--- config.mk ---
export PLATFORM = sky130hd
export DESIGN_NAME = sram_ctrl
export DESIGN_NICKNAME = d
export VERILOG_FILES = /design/src/rtl/sram_ctrl.sv
export SDC_FILE = /design/constraint.sdc
export NUM_CORES = 1
export LEC_CHECK = 0
export CORE_MARGIN = 2
export CORE_UTILIZATION = 37
export CTS_CLUSTER_SIZE = 14
export DETAILED_ROUTE_END_ITERATION = 8
export PLACE_DENSITY = 0.76
export SYNTH_ARGS = -nofsm -noshare
export SYNTH_HDL_FRONTEND = slang
export SYNTH_SLANG_ARGS = --single-unit
--- constraint.sdc ---
create_clock -name clk -period 1.6 [get_ports clk]
set_clock_uncertainty 0.1 [all_clocks]
set_input_delay 0.32 -clock clk [delete_from_list [all_inputs] [get_ports clk]]
set_output_delay 0.32 -clock clk [all_outputs]
set_load 0.02 [all_outputs]
--- src/rtl/sram_ctrl.sv ---
`default_nettype none
// ============================================================================
// Module   : sram_ctrl
// Brief    : Single-outstanding valid/ready controller for a 256Kx16 async
//            SRAM. Optional deselect gap: define SRAM_CTRL_TURNAROUND_EN.
// Revision : 1.0 - initial release
// ============================================================================
module sram_ctrl #(
  parameter int ACCESS_CYCLES = 1
) (
  input  logic        clk,
  input  logic        rst,
  input  logic        req_valid,
  output logic        req_ready,
  input  logic        req_we,
  input  logic [17:0] req_addr,
  input  logic [15:0] req_wdata,
  output logic        resp_valid,
  output logic [15:0] resp_rdata,
  output logic        sram_cs_n,
  output logic        sram_wr_n,
  output logic        sram_rd_n,
  output logic [17:0] sram_addr,
  output logic [15:0] sram_wdata,
  input  logic [15:0] sram_rdata
);

  localparam logic [3:0] C_CNT_LOAD = 4'(ACCESS_CYCLES - 1);

  typedef enum logic [1:0] {
    S_IDLE   = 2'd0,
    S_ACCESS = 2'd1,
    S_HOLD   = 2'd2
`ifdef SRAM_CTRL_TURNAROUND_EN
    ,
    S_TURN   = 2'd3
`endif
  } state_t;

  state_t      state_q, state_d;
  logic [3:0]  cnt_q, cnt_d;
  logic        we_q, we_d;
  logic        req_ready_q, req_ready_d;
  logic        resp_valid_q, resp_valid_d;
  logic [15:0] resp_rdata_q, resp_rdata_d;
  logic        cs_n_q, cs_n_d;
  logic        wr_n_q, wr_n_d;
  logic        rd_n_q, rd_n_d;
  logic [17:0] sram_addr_q, sram_addr_d;
  logic [15:0] sram_wdata_q, sram_wdata_d;

  always_ff @(posedge clk) begin
    if (rst) begin
      state_q      <= S_IDLE;
      cnt_q        <= '0;
      we_q         <= 1'b0;
      req_ready_q  <= 1'b0;
      resp_valid_q <= 1'b0;
      resp_rdata_q <= '0;
      cs_n_q       <= 1'b1;
      wr_n_q       <= 1'b1;
      rd_n_q       <= 1'b1;
      sram_addr_q  <= '0;
      sram_wdata_q <= '0;
    end else begin
      state_q      <= state_d;
      cnt_q        <= cnt_d;
      we_q         <= we_d;
      req_ready_q  <= req_ready_d;
      resp_valid_q <= resp_valid_d;
      resp_rdata_q <= resp_rdata_d;
      cs_n_q       <= cs_n_d;
      wr_n_q       <= wr_n_d;
      rd_n_q       <= rd_n_d;
      sram_addr_q  <= sram_addr_d;
      sram_wdata_q <= sram_wdata_d;
    end
  end

  always_comb begin
    state_d      = state_q;
    cnt_d        = cnt_q;
    we_d         = we_q;
    req_ready_d  = req_ready_q;
    resp_valid_d = 1'b0;
    resp_rdata_d = resp_rdata_q;
    cs_n_d       = cs_n_q;
    wr_n_d       = wr_n_q;
    rd_n_d       = rd_n_q;
    sram_addr_d  = sram_addr_q;
    sram_wdata_d = sram_wdata_q;

    case (state_q)
      S_IDLE: begin
        req_ready_d = 1'b1;
        cs_n_d      = 1'b1;
        wr_n_d      = 1'b1;
        rd_n_d      = 1'b1;
        // req_ready_q gates acceptance so the first idle cycle after reset is dead
        if (req_valid && req_ready_q) begin
          sram_addr_d = req_addr;
          if (req_we) begin
            sram_wdata_d = req_wdata;
          end
          we_d        = req_we;
          cs_n_d      = 1'b0;
          rd_n_d      = req_we;
          wr_n_d      = ~req_we;
          req_ready_d = 1'b0;
          cnt_d       = C_CNT_LOAD;
          state_d     = S_ACCESS;
        end
      end
      S_ACCESS: begin
        if (cnt_q == 4'd0) begin
          if (!we_q) begin
            resp_rdata_d = sram_rdata;
          end
          rd_n_d       = 1'b1;
          wr_n_d       = 1'b1;
          resp_valid_d = 1'b1;
          state_d      = S_HOLD;
        end else begin
          cnt_d = cnt_q - 4'd1;
        end
      end
      S_HOLD: begin
        cs_n_d = 1'b1;
`ifdef SRAM_CTRL_TURNAROUND_EN
        req_ready_d = 1'b0;
        state_d     = S_TURN;
`else
        req_ready_d = 1'b1;
        state_d     = S_IDLE;
`endif
      end
`ifdef SRAM_CTRL_TURNAROUND_EN
      S_TURN: begin
        req_ready_d = 1'b1;
        state_d     = S_IDLE;
      end
`endif
      default: begin
        state_d = S_IDLE;
      end
    endcase
  end

  assign req_ready  = req_ready_q;
  assign resp_valid = resp_valid_q;
  assign resp_rdata = resp_rdata_q;
  assign sram_cs_n  = cs_n_q;
  assign sram_wr_n  = wr_n_q;
  assign sram_rd_n  = rd_n_q;
  assign sram_addr  = sram_addr_q;
  assign sram_wdata = sram_wdata_q;

endmodule
`default_nettype wire
# Word level (Yosys, flattened, before mapping)
# Index checks and enable logic that the tools add are counted.
# word_totals
input_bits,54
out_inout_bits,55
reg_bits,62
elab_cells,46
# op_classes
add_sub_neg,1
n_mux,14
n_eq_ne,5
bitwise_logic,3
reduce_logical,12
# op_table
cell,n
AND reduction 3 bit,3
two-way mux 4 bit,2
one-hot mux 4 bit (2 select lines),1
"inequality test 2 bit, second input constant",3
one-hot mux 1 bit (2 select lines),3
AND reduction 2 bit,3
two-way mux 1 bit,5
logical NOT 4 bit,1
two-way mux 2 bit,2
one-hot mux 2 bit (2 select lines),1
nonzero test 2 bit,2
"subtractor 4 x 1 -> 4 bit, second input constant",1
inverter 1 bit,3
"== test 2 x 1 -> 1 bit, second input constant",1
"== test 2 bit, second input constant",1
logical NOT 2 bit,1
OR reduction 2 bit,1
logical AND 1 bit,1

# Depth between registers and ports, before layout
# Gate-level depths: netlist of run 1.
# logic_depth
word_depth,3
ltp_mapped,7
depth_no_buf,5

# Worst setup path before layout of run 1
# Ideal clock, no wire load.
# synth_timing
path_type,register to register
start,register cnt_q[0]
end,register resp_rdata_q[10] (netlist: resp_rdata[10])
path_stages_with_launch,8
period_less_slack_ns,1.658
path_buffers,2
setup_slack_ns,-0.058
setup_time_ns,0.132
required_time_ns,1.368
t_arrival_ns,1.426
path_cell_list,dfxtp_1 > inv_1 > ha_1 > or3b_2 > buf_6 > buf_6 > o21ai_0 > a21oi_1
# synth_via
elab_chain_len,2
# synth_rtl
element,line_no,rtl
"start, declared",41,"logic [3:0] cnt_q, cnt_d;"
"start signal, assigned",67,cnt_q <= cnt_d;
logical NOT 4 bit,115,if (cnt_q == 4'd0) begin
AND reduction 3 bit (no source line),-,
"end signal, assigned",71,resp_rdata_q <= resp_rdata_d;
"end, declared",45,"logic [15:0] resp_rdata_q, resp_rdata_d;"
# No other way between the ends.
# A chain may end at the register's enable or synchronous reset.

# Worst setup path after layout of run 1
# layout_timing
start,register cnt_q[0]
end,register cnt_q[3]
# layout_via
elab_chain_len,3
elab_cells_between_ends,6
classes_between,1 x add/sub; 1 x eq/ne; 2 x mux; 2 x reduce/logical
# layout_rtl
element,line_no
subtractor 4 x 1 -> 4 bit / logical NOT 4 bit (equally long branches),"124, 115"
two-way mux 4 bit / inequality test 2 bit (equally long branches),-
one-hot mux 4 bit (2 select lines) / AND reduction 3 bit (equally long branches),-
# Several ways; a longest one is shown, not always the timed one. The select of a mux whose other input is x is not followed.

==> results of run 1 <==
## layout by cell type (no fill, tap or decap), types with 2 or more instances in the layout
| cell type | Yosys | routed |
|---|---|---|
| clkinv_2 | 0 | 2 |
| o21ai_0 | 37 | 26 |
| o21ai_1 | 0 | 10 |
| dfxtp_2 | 0 | 2 |
| dlygate4sd2_1 | 0 | 55 |
| clkbuf_8 | 0 | 10 |
| buf_12 | 0 | 3 |
| dfxtp_1 | 62 | 60 |
| clkdlybuf4s50_1 | 0 | 52 |
| or3b_4 | 0 | 2 |
| a21oi_1 | 57 | 55 |
| nand3_1 | 33 | 33 |
| nand2_1 | 40 | 40 |
| nor3_1 | 2 | 2 |
| a21oi_2 | 0 | 2 |
| or4_1 | 2 | 2 |
| o211ai_1 | 2 | 2 |
| buf_4 | 0 | 16 |
| or3_1 | 3 | 3 |
| inv_2 | 0 | 2 |
| inv_1 | 7 | 5 |
## kinds of logic after synthesis
family                     count (synthesis)  share of synthesized area [%]
AOI/OAI and AO/OA                         98                           21.4
and+or+nand+nor                           89                           18.7
DFF                                       62                           52.7
buffers and inverters                     31                           6.22
adders and majority gates                  2                           1.06
## report_power, final
group	leakage [nW]	internal (mW)	switching, mW	total (mW)
registers	0.505	1.60	0.0295	1.63
logic	0.977	0.253	0.253	0.506
clock network	0.0952	0.749	0.589	1.34
## flip-flops by register name, indices dropped and copies added, names as in the netlist
| name | cells |
|---|---|
| req_ready | 1 |
| we_q | 1 |
| cnt_q | 4 |
| sram_wdata | 16 |
| resp_valid | 1 |
| state_q | 2 |
| resp_rdata | 16 |
| sram_cs_n | 1 |
| sram_wr_n | 1 |
| sram_rd_n | 1 |
| sram_addr | 18 |
## layer usage
layer / share of wire, % / up-vias / global-route usage [%]
met2: 45 / 87 / 29.0
met4: 0.69 / 0 / 3.08
met3: 7.0 / 5 / 6.92
met5: 0 / - / 0
met1: 47 / 1094 / 24.5
li1: - / 1210 / -
## worst max-delay path, stage by stage (launching register included)
cell and delay (ns):
dfxtp_2 0.36, inv_2 0.06, ha_4 0.16, nor3b_4 0.16, or4_1 0.47, a21oi_1 0.13
## layout make-up
class                      count  area [sq um]  area share (%)
clock buffer                  11           141            3.75
clock inverter                 4          47.5            1.26
inverter                       7          26.3           0.697
multi-input combinational    190          1020            26.9
sequential                    62          1240            33.0
tap                           77          96.3            2.56
timing repair buffer         128          1200            31.8
## what timing repair did
action,4_1_cts,5_1_grt
gates resized for setup,56,14
gates cloned,0,1
endpoints found under the setup margin,63,22
pin swaps,0,2
setup buffers,0,1
## worst paths after layout
kind / start / endpoint / slack (ns)
worst max-delay path: cnt_q[0] / cnt_q[3] / 0.10
worst min register to register: sram_addr[3] / sram_addr[3] / 0.35
worst min-delay path: rst / resp_rdata[10] / 0.31
worst max register to register: cnt_q[0] / cnt_q[3] / 0.10
## metrics by stage
step / instances / setup TNS [ns] / instance area (sq um) / total power [mW]
6_report: 479 / 0 / 3770 / 3.48
5_1_grt: 479 / 0 / 3770 / 3.61
4_1_cts: 477 / 0 / 3720 / 3.50
3_5_place_dp: 462 / -0.981 / 3590 / 2.21
3_3_place_gp: 462 / -0.194 / 3590 / 2.21
2_1_floorplan: 282 / 0 / 2360 / 1.89
==> reports/qor.yml, run 1 <==
status:
  outcome: "finished, final reports clean"
sta:
  fmax_mhz: 669
  fin_ws_ns: 0.104
  relSlewSlack_pct: 73.2
  hold_violations: 0
  finalSetupViolCount: 0
  rsz0062_at_grt: "no"
  whs_ns: 0.306
  drv_slew: 0
  period_needed_ns: 1.50
  post-route-period-util_pct: 93.5
  tightest_slew_ns: 0.403
routing:
  via_per_inst: 5.00
  drc: 0
  vias: 2396
  wirelength_um: 6540
  drt_iter0_markers: 81
  antenna_left: 0
  wl_per_cell_um: 13.7
  firstDrtPassIters: 5
floorplan:
  core_sq_um: 6240
  rows: 29
  pin_count: 109
  die_h_um: 83.8
  start_util_pct: 37.7
  design.die.area_sq_um: 7020
  die_w_um: 83.8
power_and_ir_drop:
  p_per_area_nw_per_um2: 922
  ir_drop_v: 0.000661
  p_leak_nw: 1.58
global_route:
  grt_pass1_vias: 2211
  grt_use_total_pct: 18.4
  grt_pass1_wl_um: 10500
  antenna_found_initial: 0
  grt_max_degree: 29
  grt_overflow: 0
cells_and_area:
  drive_gt1_share_pct: 11.9
  num-nets-final: 454
  area_growth_syn_to_layout_pct: 60.1
  postLayoutCoreUtil_pct: 60.4
  fill_cells: 554
  diodes: 0
worst_setup_path:
  cp_max_fo: 5
  cp-end-kind: "flip-flop"
  path_class: "reg2reg"
  cp-start-kind: "flip-flop"
  required_ns: 1.76
  rr_worst_depth: 5
  crit_arrival_ns: 1.66
clocking:
  clkTransAtPathRegs_ns: 0.07
  holdBufCountCts: 0
  cts_tree: "built"
  cts_buffers: 9
  ctsLongestPathBuffers: 2
  h-tree-depth: 3
  cts-root-buf: "clkbuf_8"
  cts.sinks: 62
  worst_skew_pair.late_latency_ns: 0.33
yosys:
  synthCells: 282
  netlist_area_sq_um: 2350
  yosysTopAreaCell: "dfxtp_1"
  ys_types: 25
  yosys-top-cells-area: "dfxtp_1, a21oi_1, o21ai_0"
  synth-main-ff-cell: "dfxtp_1"
  synth_seq_area_share_pct: 52.7
  synth-warning-count: 0
  ys_ff_latch: 62
  synth.most_common_cell: "dfxtp_1"
  synth_common_cells: "dfxtp_1, a21oi_1, nand2_1"
  synth-edff-count: 0
  synth_nets: 338
  async_flop_share_pct: 0
  synth.avg_cell_area_sq_um: 8.35
  synth_top_area_share_pct: 52.7
job:
  drv_cap: 0
placed_design:
  place_congestion: 0.738
  place_ws_ns: -0.0686
  dp_hpwl_um: 4420
  io_buffers: 108
hold_path:
  hp-class: "in2reg"
  hold_depth: 2
Power figures use the tool's default switching activity.
==> run 2: changes to the inputs <==
CORE_MARGIN = unset   (was 2)
CORE_UTILIZATION = 44   (was 37)
PLACE_DENSITY = 0.85   (was 0.76)
clock period = 1.8 ns   (was 1.6 ns; I/O delays follow)
==> run 2 against run 1 <==
Against the previous run: setup slack worse by 0.077 ns; wire length grew 1.6%; worst hold slack improved by 0.047 ns; clock power up 13%; combinational power is 5.9% lower; register-to-register slack about the same; non-clock buffer count fell by 8; global-route usage grew 5.3 points; first-iteration DRC count rose by 7.4%; critical path type is now reg2out; largest power group is now clock.
==> reports/qor.yml, run 2 (same netlist as run 1, synthesis figures left out) <==
status:
  outcome: "finished, final reports clean"  # unchanged
clocking:
  holdBufCountCts: 0  # unchanged
  cts_buffers: 9  # unchanged
  cts.sinks: 62  # unchanged
  worst_skew_pair.late_latency_ns: 0.33  # about the same
  clkTransAtPathRegs_ns: 0.07  # about the same
  cts_tree: "built"  # unchanged
  h-tree-depth: 3  # unchanged
  ctsLongestPathBuffers: 2  # unchanged
  cts-root-buf: "clkbuf_8"  # unchanged
placed_design:
  place_congestion: 0.691  # was 0.738
  io_buffers: 108  # unchanged
  dp_hpwl_um: 4440  # was 4420 um
cells_and_area:
  area_growth_syn_to_layout_pct: 61.5  # was 60.1%
  drive_gt1_share_pct: 7.87  # was 11.9%
  layout_commonest_cell: "clkdlybuf4s50_1"  # was dfxtp_1
  num-nets-final: 445  # was 454
  diodes: 0  # unchanged
  mostFrequentLayoutCells: "clkdlybuf4s50_1, dfxtp_1, a21oi_1, nand2_1, o21ai_0"  # was dfxtp_1, a21oi_1, dlygate4sd2_1, clkdlybuf4s50_1, nand2_1
  largest_reg_flops: 18  # unchanged
  postLayoutCoreUtil_pct: 74.0  # was 60.4%
  fill_cells: 426  # was 554
  seq_area_sq_um: 1240  # about the same
  multiInputGateArea_sq_um: 975  # was 1020 sq um
global_route:
  grt_pass1_wl_um: 9950  # was 10500 um
  grt_use_total_pct: 23.7  # was 18.4%
  antenna_found_initial: 0  # unchanged
  grt_pass1_vias: 2211  # unchanged
  grt_overflow: 0  # unchanged
  grt_max_degree: 23  # was 29
worst_setup_path:
  slowest_delay_ns: 0.62  # was 0.47 ns
  worstPathCellList: "clkdlybuf4s50_1"  # was inv_2 -> ha_4 -> nor3b_4 -> or4_1 -> a21oi_1
  r2r-start: "cnt_q[0]"  # unchanged
  rr_worst_depth: 5  # unchanged
  path_class: "reg2out"  # was reg2reg
  regToRegSetupSlack_ns: 0.11  # was 0.10 ns
  worstReg2RegEnd: "cnt_q[3]"  # unchanged
  cp_max_fo: 2  # was 5
  cp-end-kind: "primary output"  # was flip-flop
  cp-start-kind: "flip-flop"  # unchanged
  slowest_stage: "clkdlybuf4s50_1"  # was or4_1
  crit_arrival_ns: 1.31  # was 1.66 ns
  critPathTopFamily: "buffers and inverters"  # was simple AND/OR/NAND/NOR gates
  required_ns: 1.34  # was 1.76 ns
  critPathBufInv: 1  # unchanged
sta:
  tightest_slew_ns: 0.484  # was 0.403 ns
  finalSetupViolCount: 0  # unchanged
  setup_tns_ns: 0  # unchanged
  rsz0062_at_grt: "no"  # unchanged
  post-route-period-util_pct: 98.5
  fmax_mhz: 564
  hold_violations: 0  # unchanged
  relSlewSlack_pct: 67.6  # was 73.2%
  whs_ns: 0.354  # was 0.306 ns
  drv_slew: 0  # unchanged
  period_needed_ns: 1.77
floorplan:
  start_util_pct: 45.8  # was 37.7%
  core_sq_um: 5140  # was 6240 sq um
  die_w_um: 75.2  # was 83.8 um
  die_h_um: 75.2  # was 83.8 um
  rows: 26  # was 29
  pin_count: 109  # unchanged
  design.die.area_sq_um: 5650  # was 7020 sq um
power_and_ir_drop:
  ir_drop_v: 0.000499  # was 0.000661 V
  p_leak_nw: 1.36  # was 1.58 nW
  p_per_area_nw_per_um2: 905  # was 922 nW/um^2
hold_path:
  hold_start: "sram_addr[12]"  # was rst
  hp-class: "reg2reg"  # was in2reg
  min_to: "sram_addr[12]"  # was resp_rdata[10]
  hold_depth: 2  # unchanged
routing:
  firstDrtPassIters: 4  # was 5
  antenna_left: 0  # unchanged
  via_per_inst: 5.21  # was 5.00
  vias: 2418  # was 2396
  wirelength_um: 6650  # was 6540 um
  wl_per_cell_um: 14.3  # was 13.7 um
  drt_iter0_markers: 87  # was 81
  drc: 0  # unchanged
job:
  drv_cap: 0  # unchanged
-- run 2: power by group --
part / total, mW / switching (mW) / leakage [nW] / internal, mW
clock: 1.51 / 0.513 / 0.124 / 0.998
sequential: 1.45 / 0.0287 / 0.504 / 1.43
combinational: 0.476 / 0.224 / 0.734 / 0.252
-- run 2: per-layer routing --
| metal | track usage (%) | share of wire [%] | up-vias |
|---|---|---|---|
| met3 | 6.29 | 7.0 | 10 |
| met4 | 10.9 | 1.6 | 0 |
| met5 | 0 | 0 | - |
| li1 | - | - | 1191 |
| met2 | 39.8 | 49 | 95 |
| met1 | 28.3 | 42 | 1122 |
-- run 2: worst max path at each step --
stage	startpoint	end	slack, ns	depth (start not counted)
finish	sram_wdata[14]	sram_wdata[14]	0.03	1
global route	sram_addr[6]	sram_addr[6]	0.005	1
CTS	req_ready	req_ready	0.009	1
detailed placement	req_valid	sram_wdata[4]	0.05	5
global placement	req_valid	sram_wdata[7]	0.11	5
floorplan	cnt_q[0]	resp_rdata[10]	0.14	7
-- run 2: cell type report --
class                           instances  share of cell area, %
Tap cell                               70                   2.30
Multi-Input combinational cell        189                   25.6
Clock inverter                          3                   2.37
Sequential cell                        62                   32.6
Clock buffer                           13                   4.18
Inverter                                7                  0.691
Timing Repair Buffer                  120                   32.2
-- run 2: repair_timing --
action | CTS | global route
resized for setup | 0 | 4
buffers inserted | 0 | 0
endpoints found under the setup margin | 0 | 20
-- run 2: per-stage QoR --
stage | power, mW | setup WS (ns) | std cells | instance area [sq um]
CTS | 3.47 | 0.00904 | 464 | 3790
global placement | 1.95 | 0.108 | 448 | 3540
detailed placement | 1.96 | 0.0477 | 448 | 3540
global route | 3.56 | 0.00525 | 464 | 3800
finish | 3.44 | 0.0273 | 464 | 3800
floorplan | 1.68 | 0.142 | 282 | 2350
